<file path="config.mk">
export PLATFORM = sky130hd
export DESIGN_NAME = rt_mem_ctrl
export DESIGN_NICKNAME = d
export VERILOG_FILES = /design/src/rtl/racetrack_defines.sv /design/src/rtl/rt_rr_arbiter.sv /design/src/rtl/rt_mem_ctrl.sv
export SDC_FILE = /design/constraint.sdc
export NUM_CORES = 1
export LEC_CHECK = 0
export ABC_AREA = 1
export BUFFER_PORTS_ARGS = -buffer_cell sky130_fd_sc_hd__clkbuf_2
export CAP_MARGIN = 20
export CORE_UTILIZATION = 48
export CTS_CLUSTER_SIZE = 10
export DETAILED_ROUTE_END_ITERATION = 12
export GPL_TIMING_DRIVEN = 1
export PLACE_DENSITY = 0.89
export SYNTH_ARGS = -nofsm -noshare
export SYNTH_HDL_FRONTEND = slang
export SYNTH_SLANG_ARGS = --single-unit
</file>
<file path="constraint.sdc">
create_clock -name clk_i -period 2.18 [get_ports clk_i]
set_input_delay 0.436 -clock clk_i [delete_from_list [all_inputs] [get_ports clk_i]]
set_output_delay 0.436 -clock clk_i [all_outputs]
set_load 0.01 [all_outputs]
</file>
<file path="src/rtl/racetrack_defines.sv">
// Shared types and defaults for the racetrack memory controller.
// Holds the controller state encoding, requester ids and shift-latency helper.
package racetrack_defines;

   localparam int unsigned DEF_SHIFT_CYC = 2;
   localparam int unsigned DEF_TIMEOUT   = 15;
   localparam int unsigned BE_WIDTH      = 4;
   localparam int unsigned N_PORTS       = 2;

   typedef enum logic [2:0] {
      ST_IDLE   = 3'd0,
      ST_SHIFT  = 3'd1,
      ST_ACCESS = 3'd2,
      ST_WAIT   = 3'd3,
      ST_RESP   = 3'd4
   } rt_state_e;

   // Requester index doubles as the arbiter request/grant bit position.
   typedef enum logic {
      REQ_INSTR = 1'b0,
      REQ_DATA  = 1'b1
   } rt_port_e;

   // Clock cycles needed to move the track by n_shift domain positions.
   function automatic int unsigned shift_cycles(input logic [1:0] n_shift,
                                                input int unsigned cyc_per_step);
      return 32'(n_shift) * cyc_per_step;
   endfunction

endpackage

</file>
<file path="src/rtl/rt_rr_arbiter.sv">
// Two-way round-robin arbiter: one-hot grant, last-grant register.
// A lone requester always wins; on a tie the port not granted last wins.
module rt_rr_arbiter
   import racetrack_defines::*;
(
   input  logic               clk,
   input  logic               rst_n,
   input  logic [N_PORTS-1:0] req,
   input  logic               update,
   output logic [N_PORTS-1:0] gnt_c
);

   logic last_data_q;

   always_comb begin : grant_select
      gnt_c = req;
      if (&req) begin
         gnt_c = last_data_q ? N_PORTS'(1) : N_PORTS'(2);
      end
   end

   // Reset to "instr granted last" so data wins the first tie.
   always_ff @(posedge clk or negedge rst_n) begin : last_grant_reg
      if (!rst_n) begin
         last_data_q <= 1'b0;
      end else if (update && (|gnt_c)) begin
         last_data_q <= gnt_c[REQ_DATA];
      end
   end

endmodule

</file>
<file path="src/rtl/rt_mem_ctrl.sv">
// Racetrack memory controller: arbitrates instr/data ports, shifts the track
// to the addressed domain, issues one read/write pulse and returns a response.
module rt_mem_ctrl
   import racetrack_defines::*;
#(
   parameter int unsigned ADDR_WIDTH = 9,
   parameter int unsigned DATA_WIDTH = 32,
   parameter int unsigned SHIFT_CYC  = DEF_SHIFT_CYC,
   parameter int unsigned TIMEOUT    = DEF_TIMEOUT
) (
   input  logic                  clk_i,
   input  logic                  rstn_i,

   input  logic                  instr_req_i,
   input  logic [ADDR_WIDTH-1:0] instr_addr_i,
   output logic                  instr_gnt_o,
   output logic                  instr_rvalid_o,
   output logic [DATA_WIDTH-1:0] instr_rdata_o,

   input  logic                  data_req_i,
   input  logic                  data_we_i,
   input  logic [BE_WIDTH-1:0]   data_be_i,
   input  logic [ADDR_WIDTH-1:0] data_addr_i,
   input  logic [DATA_WIDTH-1:0] data_wdata_i,
   output logic                  data_gnt_o,
   output logic                  data_rvalid_o,
   output logic [DATA_WIDTH-1:0] data_rdata_o,

   output logic                  mem_en_o,
   output logic [ADDR_WIDTH-1:0] mem_addr_o,
   output logic [BE_WIDTH-1:0]   mem_be_o,
   output logic [DATA_WIDTH-1:0] mem_wdata_o,
   output logic                  mem_we_o,
   output logic                  mem_write_pulse_o,
   output logic                  mem_read_pulse_o,
   input  logic [DATA_WIDTH-1:0] mem_rdata_i,
   input  logic                  mem_rvalid_i,

   output logic                  busy_o,
   output logic                  err_o
);

   localparam int unsigned MAX_SHIFT = 3 * SHIFT_CYC;
   localparam int unsigned CNT_MAX   = (MAX_SHIFT > TIMEOUT) ? MAX_SHIFT : TIMEOUT;
   localparam int unsigned CNT_W     = (CNT_MAX < 2) ? 1 : $clog2(CNT_MAX);

   rt_state_e             state_q, state_d;
   logic [CNT_W-1:0]      cnt_q, cnt_d;
   rt_port_e              owner_q, owner_d;
   logic [ADDR_WIDTH-1:0] addr_q, addr_d;
   logic                  we_q, we_d;
   logic [BE_WIDTH-1:0]   be_q, be_d;
   logic [DATA_WIDTH-1:0] wdata_q, wdata_d;

   logic                  instr_gnt_nxt, data_gnt_nxt;
   logic                  read_pulse_nxt, write_pulse_nxt;
   logic                  timeout_nxt;
   logic [DATA_WIDTH-1:0] rdata_nxt;

   logic [N_PORTS-1:0]    arb_req, arb_gnt;
   logic                  arb_update;

   logic                  sel_data;
   logic [ADDR_WIDTH-1:0] sel_addr;
   logic                  sel_we;
   logic [BE_WIDTH-1:0]   sel_be;
   logic [DATA_WIDTH-1:0] sel_wdata;
   int unsigned           sel_len;

   assign arb_req    = {data_req_i, instr_req_i};
   assign arb_update = (state_q == ST_IDLE) && (|arb_req);

   rt_rr_arbiter u_arb (
      .clk    (clk_i),
      .rst_n  (rstn_i),
      .req    (arb_req),
      .update (arb_update),
      .gnt_c  (arb_gnt)
   );

   // Request payload of the arbitration winner; instr fetches are full-word reads.
   always_comb begin : winner_mux
      sel_data  = arb_gnt[REQ_DATA];
      sel_addr  = sel_data ? data_addr_i : instr_addr_i;
      sel_we    = sel_data & data_we_i;
      sel_be    = sel_data ? data_be_i : '1;
      sel_wdata = sel_data ? data_wdata_i : '0;
      sel_len   = shift_cycles(sel_addr[3:2], SHIFT_CYC);
   end

   always_comb begin : fsm_next
      state_d         = state_q;
      cnt_d           = cnt_q;
      owner_d         = owner_q;
      addr_d          = addr_q;
      we_d            = we_q;
      be_d            = be_q;
      wdata_d         = wdata_q;
      instr_gnt_nxt   = 1'b0;
      data_gnt_nxt    = 1'b0;
      read_pulse_nxt  = 1'b0;
      write_pulse_nxt = 1'b0;
      timeout_nxt     = 1'b0;
      rdata_nxt       = '0;

      unique case (state_q)
         ST_IDLE: begin
            if (|arb_req) begin
               instr_gnt_nxt = arb_gnt[REQ_INSTR];
               data_gnt_nxt  = arb_gnt[REQ_DATA];
               owner_d       = sel_data ? REQ_DATA : REQ_INSTR;
               addr_d        = sel_addr;
               we_d          = sel_we;
               be_d          = sel_be;
               wdata_d       = sel_wdata;
               if (sel_len != 0) begin
                  state_d = ST_SHIFT;
                  cnt_d   = CNT_W'(sel_len - 1);
               end else begin
                  state_d         = ST_ACCESS;
                  write_pulse_nxt = sel_we;
                  read_pulse_nxt  = ~sel_we;
               end
            end
         end
         ST_SHIFT: begin
            if (cnt_q == '0) begin
               state_d         = ST_ACCESS;
               write_pulse_nxt = we_q;
               read_pulse_nxt  = ~we_q;
            end else begin
               cnt_d = cnt_q - CNT_W'(1);
            end
         end
         ST_ACCESS: begin
            state_d = ST_WAIT;
            cnt_d   = CNT_W'(TIMEOUT - 1);
         end
         // A late mem_rvalid_i on the last WAIT cycle still counts as a hit.
         ST_WAIT: begin
            if (mem_rvalid_i) begin
               state_d   = ST_RESP;
               rdata_nxt = we_q ? '0 : mem_rdata_i;
            end else if (cnt_q == '0) begin
               state_d     = ST_RESP;
               timeout_nxt = 1'b1;
            end else begin
               cnt_d = cnt_q - CNT_W'(1);
            end
         end
         ST_RESP: begin
            state_d = ST_IDLE;
         end
         default: begin
            state_d = ST_IDLE;
         end
      endcase
   end

   always_ff @(posedge clk_i or negedge rstn_i) begin : ctx_reg
      if (!rstn_i) begin
         state_q <= ST_IDLE;
         cnt_q   <= '0;
         owner_q <= REQ_INSTR;
         addr_q  <= '0;
         we_q    <= 1'b0;
         be_q    <= '0;
         wdata_q <= '0;
      end else begin
         state_q <= state_d;
         cnt_q   <= cnt_d;
         owner_q <= owner_d;
         addr_q  <= addr_d;
         we_q    <= we_d;
         be_q    <= be_d;
         wdata_q <= wdata_d;
      end
   end

   // Every port-visible strobe is registered from the next-state decode.
   always_ff @(posedge clk_i or negedge rstn_i) begin : out_reg
      if (!rstn_i) begin
         instr_gnt_o       <= 1'b0;
         data_gnt_o        <= 1'b0;
         instr_rvalid_o    <= 1'b0;
         data_rvalid_o     <= 1'b0;
         instr_rdata_o     <= '0;
         data_rdata_o      <= '0;
         mem_en_o          <= 1'b0;
         mem_we_o          <= 1'b0;
         mem_write_pulse_o <= 1'b0;
         mem_read_pulse_o  <= 1'b0;
         busy_o            <= 1'b0;
         err_o             <= 1'b0;
      end else begin
         instr_gnt_o       <= instr_gnt_nxt;
         data_gnt_o        <= data_gnt_nxt;
         instr_rvalid_o    <= (state_d == ST_RESP) && (owner_d == REQ_INSTR);
         data_rvalid_o     <= (state_d == ST_RESP) && (owner_d == REQ_DATA);
         instr_rdata_o     <= (owner_d == REQ_INSTR) ? rdata_nxt : '0;
         data_rdata_o      <= (owner_d == REQ_DATA) ? rdata_nxt : '0;
         mem_en_o          <= (state_d inside {ST_SHIFT, ST_ACCESS, ST_WAIT});
         mem_we_o          <= write_pulse_nxt;
         mem_write_pulse_o <= write_pulse_nxt;
         mem_read_pulse_o  <= read_pulse_nxt;
         busy_o            <= (state_d != ST_IDLE);
         err_o             <= timeout_nxt;
      end
   end

   assign mem_addr_o  = addr_q;
   assign mem_be_o    = be_q;
   assign mem_wdata_o = wdata_q;

endmodule

</file>
==> results of run 1 <==
final cells by class:
class	instances	area share (%)
sequential	128	46.9
tap	136	2.49
timing repair buffer	222	17.3
clock inverter	11	2.22
clock buffer	21	6.87
multi-input combinational	217	21.5
inverter	50	2.75
through the flow:
| step | setup WS, ps | instance area, µm² | instances | hold slack, ps | util, % |
|---|---|---|---|---|---|
| global route | 115 | 6830 | 785 | 19.7 | 66.8 |
| finish | 341 | 6830 | 785 | 25.2 | 66.8 |
| CTS | 361 | 6830 | 785 | 48.8 | 66.8 |
| detailed placement | 243 | 6210 | 753 | 474 | 60.7 |
| global placement | 319 | 6210 | 753 | 457 | 60.7 |
| floorplan | 408 | 5040 | 417 | 140 | - |
report_power, final:
part / switching, mW / internal (mW)
Combinational: 1.60 / 0.964
Sequential: 0.286 / 2.88
Clock: 1.01 / 1.87
path summary, 6_finish.rpt:
check | startpoint | to | slack (ps) | depth (start not counted)
setup / recovery | u_arb.last_data_q$_DFFE_PN0P_ | cnt_q[0]$_DFFE_PN0P_ | 340 | 11
hold / removal | rstn_i | mem_wdata_o[20]$_DFFE_PN0P_ | 30 | 2
setup reg to reg | u_arb.last_data_q$_DFFE_PN0P_ | cnt_q[0]$_DFFE_PN0P_ | 340 | 11
hold reg to reg | cnt_q[0]$_DFFE_PN0P_ | cnt_q[0]$_DFFE_PN0P_ | 490 | 2
max in group asynchronous | rstn_i | data_rdata_o[21]$_DFF_PN0_ | 1660 | 2
min in group clk_i | mem_rdata_i[2] | data_rdata_o[2]$_DFF_PN0_ | 150 | 3
routing by layer:
metal  GRT usage [%]  vias to the layer above  wire length, µm
li1                -                     1830                -
met1            27.0                     1916             4800
met2            41.0                      159             6270
met3            7.02                       18              737
met4            8.06                        0              177
met5               0                        -                0
synthesized netlist by cell type:
cell type / number
dfrtp_1: 128
inv_1: 47
nor3_2: 47
nand2_1: 42
a22o_1: 32
nor2_1: 19
nor3_1: 18
o21ai_0: 18
nand3_1: 11
buf_6: 9
buf_2: 7
buf_4: 6
nand2_2: 4
o21ai_1: 4
o22a_1: 4
inv_2: 3
ha_1: 2
nand3b_1: 2
nand4_1: 2
nor2_2: 2
o22ai_1: 2
xor2_1: 2
a21oi_1: 1
a21oi_4: 1
nand3_4: 1
nor2_4: 1
nor2_8: 1
o211ai_1: 1
cells in the final DEF, fill, tap and decap left out, drive strengths merged, types with 3 or more instances in the layout:
cell type  Yosys  routed
a22o          32      32
buf           22      13
bufinv         0       3
clkbuf         0     230
clkinv         0       5
dfrtp        128     128
inv           50      52
nand2         46      46
nand3         12      12
nor2          23      23
nor3          65      65
o21ai         22      22
o22a           4       4
registers in the layout, summed over array words and instances (netlist names):
name and count:
err_o 1, data_gnt_o 1, mem_be_o 4, mem_read_pulse_o 1
we_q 1, data_rdata_o 32, mem_addr_o 9, busy_o 1
mem_wdata_o 32, instr_rvalid_o 1, owner_q 1, mem_en_o 1
instr_rdata_o 32, data_rvalid_o 1, u_arb.last_data_q 1, state_q 3
mem_write_pulse_o 1, instr_gnt_o 1, cnt_q 4
kinds of logic after synthesis:
family          count (synthesis)  share of synthesized area (%)
simple gates                  150                           19.0
buf+inv                        72                           7.32
compound gates                 63                           9.26
flops                         128                           63.6
xor+xnor                        2                          0.348
fa+ha+maj                       2                          0.496
==> impl_metrics.ini, run 1 <==
[outcome]
status = finished, final reports clean

[global_routing]
antenna_found_initial = 0
grt_pass1_vias = 4011
grt_max_degree = 129
grt_pass1_wl_um = 19500
grt_overflow_total = 0
gr-usage-all-layers_pct = 23.3

[clocking]
hold_buffers = 0
worstSkewPairLatency_ps = 510
post_cts_resized = 0
cts_buffers = 17
clockRootBuffer = clkbuf_8
cts_buffer_depth = 2
h-tree-depth = 4
clock-sinks = 128
cts_tree = yes
postCtsSetupBuffers = 0
clk_pin_slew_ps = 60

[setup_path]
worst_setup_path_end_kind = flop
cp_data_required_time_ps = 2560
arrival_ps = 2220
slowest_stage = dfrtp_1
crit_top_cell = nand2_1
cp_max_fo = 7
slowest_delay_ps = 390
path_class = reg -> reg
path_buf_inv = 1
cpLargestDelayFamily = simple AND/OR/NAND/NOR gates
cp_cell_sequence = nand2_1 -> nand2_1 -> nand2_1 -> nand2_1 -> ha_1 -> inv_1 -> nand2_1 -> nand2_1 -> nand3_1 -> nand2_1 -> o21ai_0
cp-start-kind = flop

[sta]
grt_setup_unrepaired = no
hold_viol_final = 0
setup_viol = 0
period_minus_slack_ps = 1840
fin_crit_sh_pct = 84.4
finalClockSkew_ps = 7.88
maxSlewHeadroom_pct = 56.2
max_freq_ghz = 0.544
timing.final.max_slew_violations = 0
tightest_slew_ps = 656
tns_ps = 0

[finish]
fill_cells = 754
area_delta_synth_final_pct = 35.5
multi_input_area_mm2 = 0.00147
ff_latch_area_mm2 = 0.00320
drive_above_1_share_pct = 48.4
layout.nets = 730
antennaDiodeCount = 0

[routing]
drt_wl_total_um = 12000
vias_per_cell = 5.00
dr.pass1.iters = 4
vias = 3923
first_iter_violations = 238
avgRoutedWirePerCell_um = 15.3
drc = 0
ant_nets = 0

[synth]
synth_top_area_share_pct = 63.6
syn_nets = 511
syn_inst = 417
netlist_area_mm2 = 0.00504
synth_area_leader_cell = dfrtp_1
syn_avg_cell_area_um2 = 12.1
synth_cell_types = 28
ys_top_cells_by_area = dfrtp_1, nor3_2, a22o_1, inv_1, nand2_1
ys_seq_area_share_pct = 63.6
yosys_warnings = 0
ys_ff_latch = 128

[floorplan]
io_pins = 211
core-area_mm2 = 0.0102
start_util_pct = 49.3
dieArea_mm2 = 0.0109
die_h_um = 104
rows = 37
dieWidth_um = 104

[power_and_ir_drop]
p_leak_nw = 3.72
power_density_mw_per_mm2 = 1260
ir_drop_v = 0.000502
fin_total_pwr_mw = 8.61

[place]
io_buffers = 210
gp_congestion = 0.858
dpl.hpwl_um = 8380

[hold_path]
hold_class = in -> async

[job]
drv_cap = 0
Note: power is estimated with default switching activity, not from simulation.
==> run 2, diff against run 1 <==
ABC_AREA = 0   (was 1)
CORE_UTILIZATION = 42   (was 48)
PLACE_DENSITY = 0.85   (was 0.89)
clock period = 1.61 ns   (was 2.18 ns; I/O delays follow)
==> run 2 against run 1 <==
  * The run now ends with setup timing left
  * Setup slack lost 670 ps
  * Cell area shrank 0.71%
  * Via count shrank 3.3%
  * Highest routed layer unchanged
  * Sequential share of layout area grew 0.34 points
  * Cell count shrank 2.2%
  * Global-route usage shrank 2.9 points
  * Count of clock-buffer cells in the layout is the same
  * Routed wire length shrank 2.3%
  * Synthesized cell count shrank 8.9%
  * First-iteration DRC count grew 8.0%
  * Total power grew 45%
  * Critical path type unchanged
==> impl_metrics.ini, run 2 <==
[sta]
fin_crit_sh_pct = 120
period_minus_slack_ps = 1940
setup_viol = 7
hold_viol_final = 0
tightest_slew_ps = 348
max_freq_ghz = 0.517
grt_setup_unrepaired = yes
finalClockSkew_ps = 5.54
maxSlewHeadroom_pct = 76.6
timing.final.max_slew_violations = 0
setup_ws_ps = -325

[finish]
drive_above_1_share_pct = 46.4
layout_commonest_cell = clkbuf_2
most-common-layout-cells = clkbuf_2, dfrtp_1, nor2_1
area_delta_synth_final_pct = 47.6
layout.nets = 714
fin_area_mm2 = 0.00678
antennaDiodeCount = 0

[setup_path]
path_class = reg -> reg
cp-start-kind = flop
cp_data_required_time_ps = 1970
worst_setup_path_end_kind = flop
cp_max_fo = 5
arrival_ps = 2300

[routing]
ant_nets = 0
drt_wl_total_um = 11700
avgRoutedWirePerCell_um = 15.2
vias = 3794
drc = 0
vias_per_cell = 4.94
first_iter_violations = 257
dr.pass1.iters = 4

[floorplan]
start_util_pct = 43.9
dieArea_mm2 = 0.0114
dieWidth_um = 107
io_pins = 211
die_h_um = 107
rows = 37
core-area_mm2 = 0.0105

[synth]
synthFlopType = dfrtp_1
synth_compound_area_share_pct = 12.4
ys_top_cells_by_area = dfrtp_1, a22o_1, nor2_1, nand2_1, mux2i_1
yosys_warnings = 0
synth_top_family_by_area = compound AO/OA/AOI/OAI gates
synth_top_area_share_pct = 69.7
synth_xor_area_share_pct = 0
yosys.area_share.simple_pct = 12.1
syn_avg_cell_area_um2 = 12.1
synth_mux_area_share_pct = 2.42
synth_area_leader_cell = dfrtp_1
ys_top_cells_by_count = dfrtp_1, nor2_1, nand2_1
async_flop_share_pct = 100
synth_cell_types = 37
yosysMostFrequentCell = dfrtp_1
netlist_area_mm2 = 0.00460
ys_ff_latch = 128
synth_edf_count = 0
ys_seq_area_share_pct = 69.7
syn_inst = 380
synthAdderAreaFrac_pct = 0.545
syn_nets = 474

[clocking]
clock-sinks = 128
clk_pin_slew_ps = 60
clockRootBuffer = clkbuf_8
cts_tree = yes
cts_buffer_depth = 2
cts_buffers = 17
h-tree-depth = 4
worstSkewPairLatency_ps = 500

[outcome]
violations = setup timing
status = finished, violations left

[hold_path]
hold_class = in -> reg

[place]
dpl.hpwl_um = 8140
pre_cts_slack_ps = -388
dpl-instance-area_mm2 = 0.00602
gp_congestion = 0.868
io_buffers = 210

[power_and_ir_drop]
power_density_mw_per_mm2 = 1840
p_leak_nw = 3.69
ir_drop_v = 0.000903

[job]
drv_cap = 0

[global_routing]
gr-usage-all-layers_pct = 20.5
grt_overflow_total = 0
gr-max-usage-layer = met2
met1_usage_pct = 23.5
globalRouteMet3Util_pct = 6.08
grt_pass1_vias = 3799
antenna_found_initial = 0
use_met2_pct = 35.6
grt_pass1_wl_um = 17800
grt_max_degree = 65
==> run 2: where the power goes <==
group          internal, mW  total [mW]  switching [mW]  leakage (nW)
registers              4.04        4.51           0.472          1.70
clock network          2.38        3.68            1.29         0.278
logic                  1.93        4.29            2.36          1.72
total                  8.35        12.5            4.13          3.69
==> run 2: metal layers <==
layer	share of wire (%)	up-vias	wire length, µm
met4	1.6	0	188
met1	40	1835	4650
met3	7.4	18	868
met2	51	178	6000
li1	-	1763	-
met5	0	-	0
==> run 2: area by class of cell <==
cell class	instances	area (µm²)
clock buffer	21	439
clock inverter	10	138
fill	805	3680
inverter	8	30.0
multi-input combinational	223	1390
sequential	128	3200
tap	136	170
timing repair buffer	242	1410
==> run 2: path summary, 6_finish.rpt <==
kind                                                    start                          end  slack (ps)  cells past startpoint
worst max register to register  u_arb.last_data_q$_DFFE_PN0P_         cnt_q[1]$_DFFE_PN0P_        -330                      7
min in group asynchronous                              rstn_i   instr_rdata_o[0]$_DFF_PN0_         200                      2
worst min register to register      mem_addr_o[1]$_DFFE_PN0P_    mem_addr_o[1]$_DFFE_PN0P_         490                      2
worst min-delay path                          mem_rdata_i[22]  instr_rdata_o[22]$_DFF_PN0_          40                      3
worst max-delay path            u_arb.last_data_q$_DFFE_PN0P_         cnt_q[1]$_DFFE_PN0P_        -330                      7
max in group asynchronous                              rstn_i   mem_wdata_o[8]$_DFFE_PN0P_         860                      3
==> run 2: worst max-delay path, stage by stage (launching register included) <==
cell and delay (ps):
dfrtp_1 410, a21boi_4 250, mux2i_2 280, ha_2 220, o21ba_4 160, o21a_4 210
a21oi_4 170, a21oi_1 100
==> run 2: logic make-up after synthesis <==
logic type	Yosys count
buf+inv	29
flops	128
compound gates	73
fa+ha+maj	2
simple gates	137
mux	11
==> run 2: metrics by stage <==
step	utilization (%)	power (mW)	hold slack (ps)	setup TNS [ps]	cells
finish	64.8	12.5	37.4	-2010	768
global route	64.8	13.2	5.31	-2620	768
CTS	63.7	12.3	8.19	-1760	764
detailed placement	57.5	8.52	159	-2670	729
global placement	57.5	8.37	154	-1700	729
floorplan	-	6.65	26.4	-1790	380
==> run 2: what timing repair did <==
action	4_1_cts	5_1_grt
endpoints found under the hold margin	128	0
hold buffers	1	0
pin swaps	2	6
setup endpoints to repair	10	43
gates cloned	0	1
resized for setup	7	17
setup buffers	3	3
